**src/rtl/nlc_result_serializer.sv**
```systemverilog
// ============================================================================
// nlc_result_serializer
// ----------------------------------------------------------------------------
// Receiving end of the NLC_wrapper output handshake. A full NUM_CH-channel
// x_lin frame is captured on an srdyi_port pulse and then streamed one channel
// per beat (channel 0 first) over a valid/ready handshake. A frame arriving
// while the previous one is still draining is dropped and flagged on a sticky
// overrun bit. A frame arriving on the very beat that retires the last channel
// is accepted back-to-back with no idle bubble.
//
// Optional build macro:
//   NLC_SER_FRAME_TAG_EN - adds frame_tag_o_port, an 8-bit count of captured
//                          frames (wraps mod 256), valid alongside srdyo_port.
//
// Ports:
//   clk_port          in   1          clock, rising edge
//   reset_port        in   1          synchronous active-high reset
//   srdyi_port        in   1          frame-valid pulse from NLC srdyo_port
//   x_lin_bus_i_port  in   NUM_CH*DW  flattened frame, ch n at [n*DW +: DW]
//   drdyi_port        in   1          downstream ready
//   ovr_clr_i_port    in   1          clears the sticky overrun flag
//   x_lin_o_port      out  DW         current channel sample (registered)
//   ch_idx_o_port     out  IDXW       channel index of x_lin_o_port
//   srdyo_port        out  1          output beat valid
//   last_o_port       out  1          high with the beat of channel NUM_CH-1
//   busy_o_port       out  1          frame buffer occupied
//   overrun_o_port    out  1          sticky overrun flag
//   frame_tag_o_port  out  8          captured-frame tag (macro only)
// ============================================================================
module nlc_result_serializer #(
    parameter int NUM_CH = 16,
    parameter int DW     = 21,
    parameter int IDXW   = 4
) (
    input  logic                 clk_port,
    input  logic                 reset_port,
    input  logic                 srdyi_port,
    input  logic [NUM_CH*DW-1:0] x_lin_bus_i_port,
    input  logic                 drdyi_port,
    input  logic                 ovr_clr_i_port,
    output logic [DW-1:0]        x_lin_o_port,
    output logic [IDXW-1:0]      ch_idx_o_port,
    output logic                 srdyo_port,
    output logic                 last_o_port,
    output logic                 busy_o_port,
    output logic                 overrun_o_port
`ifdef NLC_SER_FRAME_TAG_EN
    ,
    output logic [7:0]           frame_tag_o_port
`endif
);

    typedef enum logic {
        ST_IDLE = 1'b0,
        ST_SEND = 1'b1
    } state_t;

    state_t            state;
    state_t            state_nxt;
    logic [DW-1:0]     frame_buf [NUM_CH];
    logic [IDXW-1:0]   idx;
    logic [IDXW-1:0]   idx_inc;
    logic              at_last;
    logic              xfer;
    logic              capture;
    logic              drop;

    // ------------------------------------------------------------------------
    // Handshake decode
    // ------------------------------------------------------------------------
    // NOTE: every always_comb output gets a default first, so no path through
    // the block can leave a value unassigned and infer a latch.
    always_comb begin
        at_last = 1'b0;
        xfer    = 1'b0;
        capture = 1'b0;
        drop    = 1'b0;
        idx_inc = idx + IDXW'(1);

        at_last = (state == ST_SEND) && (idx == IDXW'(NUM_CH - 1));
        xfer    = (state == ST_SEND) && drdyi_port;
        // A new frame is only accepted into an empty buffer, or on the edge
        // that retires the final channel (back-to-back, no bubble).
        capture = srdyi_port && ((state == ST_IDLE) || (xfer && at_last));
        // Anything else arriving while busy is lost.
        drop    = srdyi_port && !capture;
    end

    // ------------------------------------------------------------------------
    // FSM
    // ------------------------------------------------------------------------
    // NOTE: sequential state uses non-blocking assignments so every register
    // samples pre-edge values regardless of block ordering.
    always_ff @(posedge clk_port) begin
        if (reset_port) begin
            state <= ST_IDLE;
        end else begin
            state <= state_nxt;
        end
    end

    always_comb begin
        state_nxt = state;
        case (state)
            ST_IDLE: if (capture) state_nxt = ST_SEND;
            ST_SEND: if (xfer && at_last && !capture) state_nxt = ST_IDLE;
            default: state_nxt = ST_IDLE;
        endcase
    end

    // ------------------------------------------------------------------------
    // Frame buffer
    // ------------------------------------------------------------------------
    // NOTE: the buffer array carries no reset; validity is tracked by the FSM,
    // so clearing the storage itself would only cost reset fan-out.
    always_ff @(posedge clk_port) begin
        if (capture && !reset_port) begin
            for (int c = 0; c < NUM_CH; c++) begin
                frame_buf[c] <= x_lin_bus_i_port[c*DW +: DW];
            end
        end
    end

    // ------------------------------------------------------------------------
    // Index, registered sample and overrun flag
    // ------------------------------------------------------------------------
    // x_lin_o_port is loaded with the sample for the index it will carry next,
    // so data and index always move together and simply hold under stall.
    always_ff @(posedge clk_port) begin
        if (reset_port) begin
            idx            <= '0;
            x_lin_o_port   <= '0;
            overrun_o_port <= 1'b0;
        end else begin
            if (capture) begin
                idx          <= '0;
                x_lin_o_port <= x_lin_bus_i_port[DW-1:0];
            end else if (xfer) begin
                if (at_last) begin
                    idx          <= '0;
                    x_lin_o_port <= '0;
                end else begin
                    idx          <= idx_inc;
                    x_lin_o_port <= frame_buf[idx_inc];
                end
            end

            // Set has priority over clear.
            if (drop) begin
                overrun_o_port <= 1'b1;
            end else if (ovr_clr_i_port) begin
                overrun_o_port <= 1'b0;
            end
        end
    end

`ifdef NLC_SER_FRAME_TAG_EN
    always_ff @(posedge clk_port) begin
        if (reset_port) begin
            frame_tag_o_port <= 8'd0;
        end else if (capture) begin
            frame_tag_o_port <= frame_tag_o_port + 8'd1;
        end
    end
`endif

    assign srdyo_port    = (state == ST_SEND);
    assign busy_o_port   = (state == ST_SEND);
    assign last_o_port   = at_last;
    assign ch_idx_o_port = idx;

endmodule

```
**config.mk**
```make
export PLATFORM = sky130hd
export DESIGN_NAME = nlc_result_serializer
export DESIGN_NICKNAME = d
export VERILOG_FILES = /design/src/rtl/nlc_result_serializer.sv
export SDC_FILE = /design/constraint.sdc
export NUM_CORES = 1
export LEC_CHECK = 0
export ABC_AREA = 1
export CAP_MARGIN = 25
export CORE_ASPECT_RATIO = 0.6
export CORE_MARGIN = 3
export CORE_UTILIZATION = 63
export DETAILED_ROUTE_END_ITERATION = 8
export DONT_BUFFER_PORTS = 1
export PLACE_DENSITY = 0.83
export SLEW_MARGIN = 20
export SYNTH_ARGS = -nofsm -noshare
export SYNTH_HDL_FRONTEND = slang
export SYNTH_SLANG_ARGS = --single-unit
```
**constraint.sdc**
```tcl
create_clock -name clk_port -period 18.8 [get_ports clk_port]
set_input_delay 1.88 -clock clk_port [delete_from_list [all_inputs] [get_ports clk_port]]
set_output_delay 1.88 -clock clk_port [all_outputs]
set_load 0.05 [all_outputs]
```
==> results of run 1 <==
routing by layer:
metal  GRT usage  share of wire
met3      0.0995           0.14
met5           0         0.0019
met2       0.485           0.45
met4      0.0724          0.025
met1       0.445           0.39
area by class of cell:
| type | count | area share |
|---|---|---|
| inverters | 282 | 0.0634 |
| well taps | 315 | 0.0235 |
| multi-input cells | 828 | 0.215 |
| clock buffers | 37 | 0.0475 |
| flip-flops and latches | 363 | 0.633 |
| clock inverters | 18 | 0.00663 |
| diodes | 9 | 0.00134 |
| repair buffers | 17 | 0.00946 |
logic make-up (layout without fill, tap and decap cells):
group,count (synthesis),in the layout,synth area share
AND/OR/NAND/NOR,772,772,0.207
other,0,9,0
buffers and inverters,363,354,0.0923
flip-flops,363,363,0.680
AO/OA/AOI/OAI,51,51,0.0168
adder cells (fa/ha/maj),1,1,0.000800
XOR/XNOR,4,4,0.00320
sequential cells by signal, indices dropped and copies added (netlist names):
signal and count:
frame_buf 336, x_lin_o_port 21, ch_idx_o_port 4, busy_o_port 1, overrun_o_port 1
worst max-delay path, cell delays in order:
cell	delay, ps
nand2_1	180
o21ai_2	880
nand2_1	280
nor2_4	510
buf_6	700
buf_4	870
synthesized netlist by cell type:
library cell    n  area (sq um)
o21ai_2         1          8.76
ha_1            1          12.5
buf_2          44           220
a21oi_1        26           130
inv_2           1          3.75
xor2_2          1          16.3
nand3_1       275          1380
inv_1         281          1050
xnor2_2         1          16.3
clkbuf_1       30           113
buf_4           7          52.6
edfxtp_1      336         10100
a22oi_1         1          7.51
o21ai_0        21           105
nand2_1       493          1850
nor2_1          4          15.0
xor2_1          1          8.76
o22ai_1         1          6.26
xnor2_1         1          8.76
dfxtp_1        27           541
o21ai_1         1          5.00
final timing paths:
kind / end / from / cells after the start / slack, ps
max: frame_buf[2][10]$_DFFE_PP_ / drdyi_port / 6 / 13600
min: ch_idx_o_port[1]$_SDFFE_PP0N_ / ch_idx_o_port[1]$_SDFFE_PP0N_ / 2 / 800
max reg2reg: frame_buf[2][10]$_DFFE_PP_ / ch_idx_o_port[0]$_SDFFE_PP0N_ / 7 / 13780
min reg2reg: ch_idx_o_port[1]$_SDFFE_PP0N_ / ch_idx_o_port[1]$_SDFFE_PP0N_ / 2 / 800
stage by stage:
stage                     total power, uW  cell area [sq um]
after global routing                 1700              16800
after floorplan                      1050              15600
final                                1640              16800
after detailed placement             1070              15800
after global placement               1060              15800
after CTS                            1650              16700
cell usage in the layout (no fill, tap or decap):
cell / synthesis / layout
inv_1: 281 / 280
a21oi_1: 26 / 25
o21ai_2: 1 / 2
o22ai_1: 1 / 1
diode_2: 0 / 9
nor2_4: 0 / 1
edfxtp_1: 336 / 336
ha_4: 0 / 1
dfxtp_4: 0 / 1
a22oi_1: 1 / 1
nor2_1: 4 / 3
clkinv_4: 0 / 2
xnor2_2: 1 / 2
o21ai_0: 21 / 21
buf_4: 7 / 13
buf_16: 0 / 1
dfxtp_1: 27 / 26
a21oi_2: 0 / 1
clkinv_2: 0 / 7
nand3_1: 275 / 275
buf_6: 0 / 3
bufinv_16: 0 / 1
clkbuf_1: 30 / 6
inv_6: 0 / 1
nand2_1: 493 / 493
clkinv_1: 0 / 9
xor2_2: 1 / 1
xor2_4: 0 / 1
clkbuf_16: 0 / 31
report_power, final:
| part | internal (uW) | switching (uW) | total (uW) |
|---|---|---|---|
| registers | 921 | 31.3 | 953 |
| clock network | 315 | 279 | 594 |
| logic | 27.4 | 71.0 | 98.5 |
| total | 1260 | 381 | 1640 |
==> results.py, run 1 <==
metrics = {
    "run_status": {
        "status": "finished, final reports clean",
    },
    "cells_and_area": {
        "multi_input_area_sq_um": 3620,
        "final_core_util": 0.708,
        "nets": 1865,
        "stdcell_count": 1869,
        "drive_gt1_frac": 0.0447,
        "regArea_sq_um": 10600,
        "num-fill-cells": 1594,
        "syn_to_final_growth_pct": 7.44,
    },
    "clocking": {
        "h-tree-depth": 1,
        "cts_setup_buffers": 0,
        "clk_pin_slew_ps": 70,
        "clock_path_buffers": 3,
        "cts_tree": "yes",
        "cts-root-buf": "clkbuf_16",
        "clock_latency_ps": 560,
        "cts_resized": 0,
        "cts_buffers": 31,
        "numClockSinks": 363,
        "hold_buffers": 0,
    },
    "grt": {
        "track_usage": 0.314,
        "grt.overflow.total": 0,
        "grt_pass1_vias": 9999,
        "grt_pass1_wl_um": 62300,
        "grt_max_degree": 97,
        "grt_antenna_before_repair": 10,
    },
    "synthesis": {
        "yosys_warnings": 0,
        "syn_nets": 1896,
        "ys_types": 21,
        "ys_seq_area_frac": 0.680,
        "syn_area_sq_um": 15600,
        "synth_seq_cells": 363,
        "synth.avg_cell_area_sq_um": 10.1,
        "syn_inst": 1554,
    },
    "sta": {
        "period_needed_ps": 5200,
        "finalMaxSlewViolations": 0,
        "whs_ps": 800,
        "rsz0062_at_grt": "no",
        "tns_ps": 0,
        "finalCritPeriodShare": 0.276,
        "slew-limit-headroom": 0.312,
        "worst_slew_pin_slew_ps": 1030,
        "hold_violations": 0,
        "setup_viol": 0,
        "clock_skew_ps": 7.59,
        "layout_setup_ws_ps": 13600,
        "timing.fmax_mhz": 192,
    },
    "setup_path": {
        "path_class": "in2reg",
        "worst_setup_path_end_kind": "register",
        "cp_data_arrival_time_ps": 5380,
        "cp.required_ps": 18990,
        "cp-start-kind": "input port",
        "crit_path_max_fanout": 90,
    },
    "floorplan": {
        "dieHeight_um": 128,
        "dieArea_sq_um": 26800,
        "initial_core_util": 0.659,
        "num_rows": 43,
        "ios": 370,
        "core-area_sq_um": 23700,
        "die_w_um": 209,
    },
    "pwr": {
        "power_density_nw_per_um2": 97.9,
        "power_leakage_uw": 0.00724,
        "vdd_drop_max_uv": 69.1,
    },
    "placed_design": {
        "place_congestion": 0.885,
        "hpwl_um": 30300,
        "dp_worst_setup_slack_ps": 12310,
        "port_buffers": 0,
        "dp_cells": 1803,
    },
    "routing": {
        "finalWirelength_um": 43200,
        "drc": 0,
        "drt-pass1-iter-count": 6,
        "avgRoutedWirePerCell_um": 23.1,
        "ant_nets": 0,
        "drt_iter0_drc": 1550,
        "routed_via_density": 5.77,
        "vias": 10800,
    },
    "hold_path": {
        "min-delay-path-class": "reg2reg",
    },
    "job": {
        "maxCapViolations": 0,
    },
}
Power figures use the tool's default switching activity.
==> run 2, diff against run 1 <==
- CORE_UTILIZATION: 63 -> 57
- PLACE_DENSITY: 0.83 -> 0.79
- clock period: 18.8 -> 4.5 ns (I/O delays scaled with it)
==> run 2 against run 1 <==
Compared with the run above: die area rose by 10%; power rose to 4.5 times the previous value; core utilization fell by 2.8 points; critical path depth did not move; clock skew rose by 10 ps; clock power rose to 5.1 times the previous value; combinational power rose to 5.1 times the previous value; critical path type is now reg2reg; largest cell class unchanged.
==> results.py, run 2 (synthesis results as in run 1) <==
metrics = {
    "grt": {
        "grt_pass1_wl_um": 61800,
        "grt_antenna_before_repair": 16,
        "grt_pass1_vias": 9989,
        "grt_max_degree": 189,
        "grt.overflow.total": 0,
        "track_usage": 0.286,
    },
    "clocking": {
        "cts_buffers": 35,
        "clk_pin_slew_ps": 60,
        "h-tree-depth": 2,
        "numClockSinks": 363,
        "cts_resized": 0,
        "cts-root-buf": "clkbuf_16",
        "clock_latency_ps": 530,
        "cts_tree": "yes",
        "clock_path_buffers": 3,
    },
    "setup_path": {
        "crit_family": "flip-flops",
        "crit_slowest_cell": "dfxtp_4",
        "worst_setup_path_end_kind": "register",
        "r2r-start": "ch_idx_o_port[0]$_SDFFE_PP0N_",
        "cp_data_arrival_time_ps": 3520,
        "crit_path_max_fanout": 188,
        "cp-start-kind": "register",
        "cp_num_buf_inv": 1,
        "r2r-end": "frame_buf[14][12]$_DFFE_PP_",
        "worstRegToRegCells": 6,
        "path_class": "reg2reg",
        "cp.required_ps": 4640,
        "critical-path-max-stage-delay_ps": 760,
        "crit_chain": "ha_4 > nand3_4 > o21ai_4 > nand2_4 > nor2_4 > buf_12",
        "ff2ff_setup_slack_ps": 1120,
    },
    "routing": {
        "drt_iter0_drc": 1348,
        "ant_nets": 0,
        "finalWirelength_um": 45600,
        "vias": 11400,
        "routed_via_density": 5.65,
        "avgRoutedWirePerCell_um": 22.6,
        "drt-pass1-iter-count": 5,
        "drc": 0,
    },
    "cells_and_area": {
        "final_common_cell": "nand2_1",
        "regArea_sq_um": 10600,
        "num-fill-cells": 1935,
        "stdcell_count": 2020,
        "nets": 1966,
        "drive_gt1_frac": 0.0534,
        "final_core_util": 0.680,
        "largest_register_ffs": 336,
        "regMostFlops": "frame_buf",
        "mostFrequentLayoutCells": "492 x nand2_1, 336 x edfxtp_1, 280 x inv_1, 274 x nand3_1, 96 x dlygate4sd3_1",
        "multi_input_area_sq_um": 3650,
        "syn_to_final_growth_pct": 16.2,
    },
    "hold_path": {
        "hold_end": "frame_buf[12][1]$_DFFE_PP_",
        "min_from": "x_lin_bus_i_port[253]",
        "min-delay-path-class": "in2reg",
        "holdPathStages": 0,
    },
    "placed_design": {
        "place_congestion": 0.901,
        "dp_cells": 1849,
        "hpwl_um": 29900,
        "port_buffers": 0,
    },
    "pwr": {
        "finalPower_uw": 7480,
        "power_leakage_uw": 0.00778,
        "vdd_drop_max_uv": 370,
        "power_density_nw_per_um2": 412,
    },
    "floorplan": {
        "die_w_um": 220,
        "dieArea_sq_um": 29500,
        "dieHeight_um": 134,
        "num_rows": 46,
        "ios": 370,
        "initial_core_util": 0.586,
        "core-area_sq_um": 26700,
    },
    "run_status": {
        "status": "finished, final reports clean",
    },
    "sta": {
        "setup_viol": 0,
        "tns_ps": 0,
        "finalCritPeriodShare": 0.751,
        "worst_slew_pin_slew_ps": 1110,
        "finalMaxSlewViolations": 0,
        "clock_skew_ps": 17.7,
        "slew-limit-headroom": 0.261,
        "hold_violations": 0,
        "rsz0062_at_grt": "no",
        "period_needed_ps": 3380,
        "timing.fmax_mhz": 296,
    },
    "job": {
        "maxCapViolations": 0,
    },
}
-- run 2: cell count changes in the layout (fill, tap and decap cells not counted), sizes merged --
| cell | before | now |
|---|---|---|
| buf | 17 | 18 |
| bufinv | 1 | 2 |
| clkbuf | 37 | 50 |
| clkinv | 18 | 8 |
| clkinvlp | 0 | 2 |
| diode | 9 | 11 |
| dlygate4sd3 | 0 | 96 |
| inv | 281 | 282 |
-- run 2: metrics by stage --
step	setup WS (ps)	hold slack, ps	area, sq um
global placement	1300	512	15900
detailed placement	1220	513	16000
finish	1120	16.1	18200
global route	984	-2.31	18200
CTS	1210	0.0527	17400
floorplan	-2070	509	15700
-- run 2: cell type report --
cell class	count	share of cell area
Antenna cell	11	0.00151
Multi-Input combinational cell	828	0.201
Clock buffer	50	0.0569
Sequential cell	363	0.586
Clock inverter	12	0.00654
Timing Repair Buffer	114	0.0651
Tap cell	360	0.0248
Inverter	282	0.0586
-- run 2: worst max path at each step --
stage	startpoint	to	cells past startpoint
after floorplan	ch_idx_o_port[1]$_SDFFE_PP0N_	frame_buf[0][0]$_DFFE_PP_	6
after global placement	ch_idx_o_port[0]$_SDFFE_PP0N_	frame_buf[9][16]$_DFFE_PP_	6
after detailed placement	ch_idx_o_port[0]$_SDFFE_PP0N_	frame_buf[7][5]$_DFFE_PP_	6
after CTS	ch_idx_o_port[0]$_SDFFE_PP0N_	frame_buf[4][9]$_DFFE_PP_	6
after global routing	ch_idx_o_port[0]$_SDFFE_PP0N_	frame_buf[5][15]$_DFFE_PP_	6
final	ch_idx_o_port[0]$_SDFFE_PP0N_	frame_buf[14][12]$_DFFE_PP_	6
-- run 2: metal layers --
metal,vias up,global-route usage,routed length [um]
met5,-,0,115
met4,16,0.0882,1580
met3,136,0.130,6450
met2,761,0.409,19900
met1,5338,0.395,17500
li1,5160,-,-
-- run 2: what timing repair did --
| item | in CTS | in global routing |
|---|---|---|
| buffers inserted | 0 | 0 |
| hold endpoints to repair | 21 | 76 |
| hold buffers | 20 | 76 |
-- run 2: worst reg2reg max path: stages (launching register included) --
cell	delay (ps)
dfxtp_4	760
ha_4	300
nand3_4	110
o21ai_4	610
nand2_4	100
nor2_4	210
buf_12	610
-- run 2: report_power, final --
group          leakage [uW]  total, uW  internal, uW  switching (uW)
combinational       0.00389        499           172             327
clock              0.000561       3000          1720            1270
sequential          0.00334       3980          3850             135
total               0.00778       7480          5740            1740
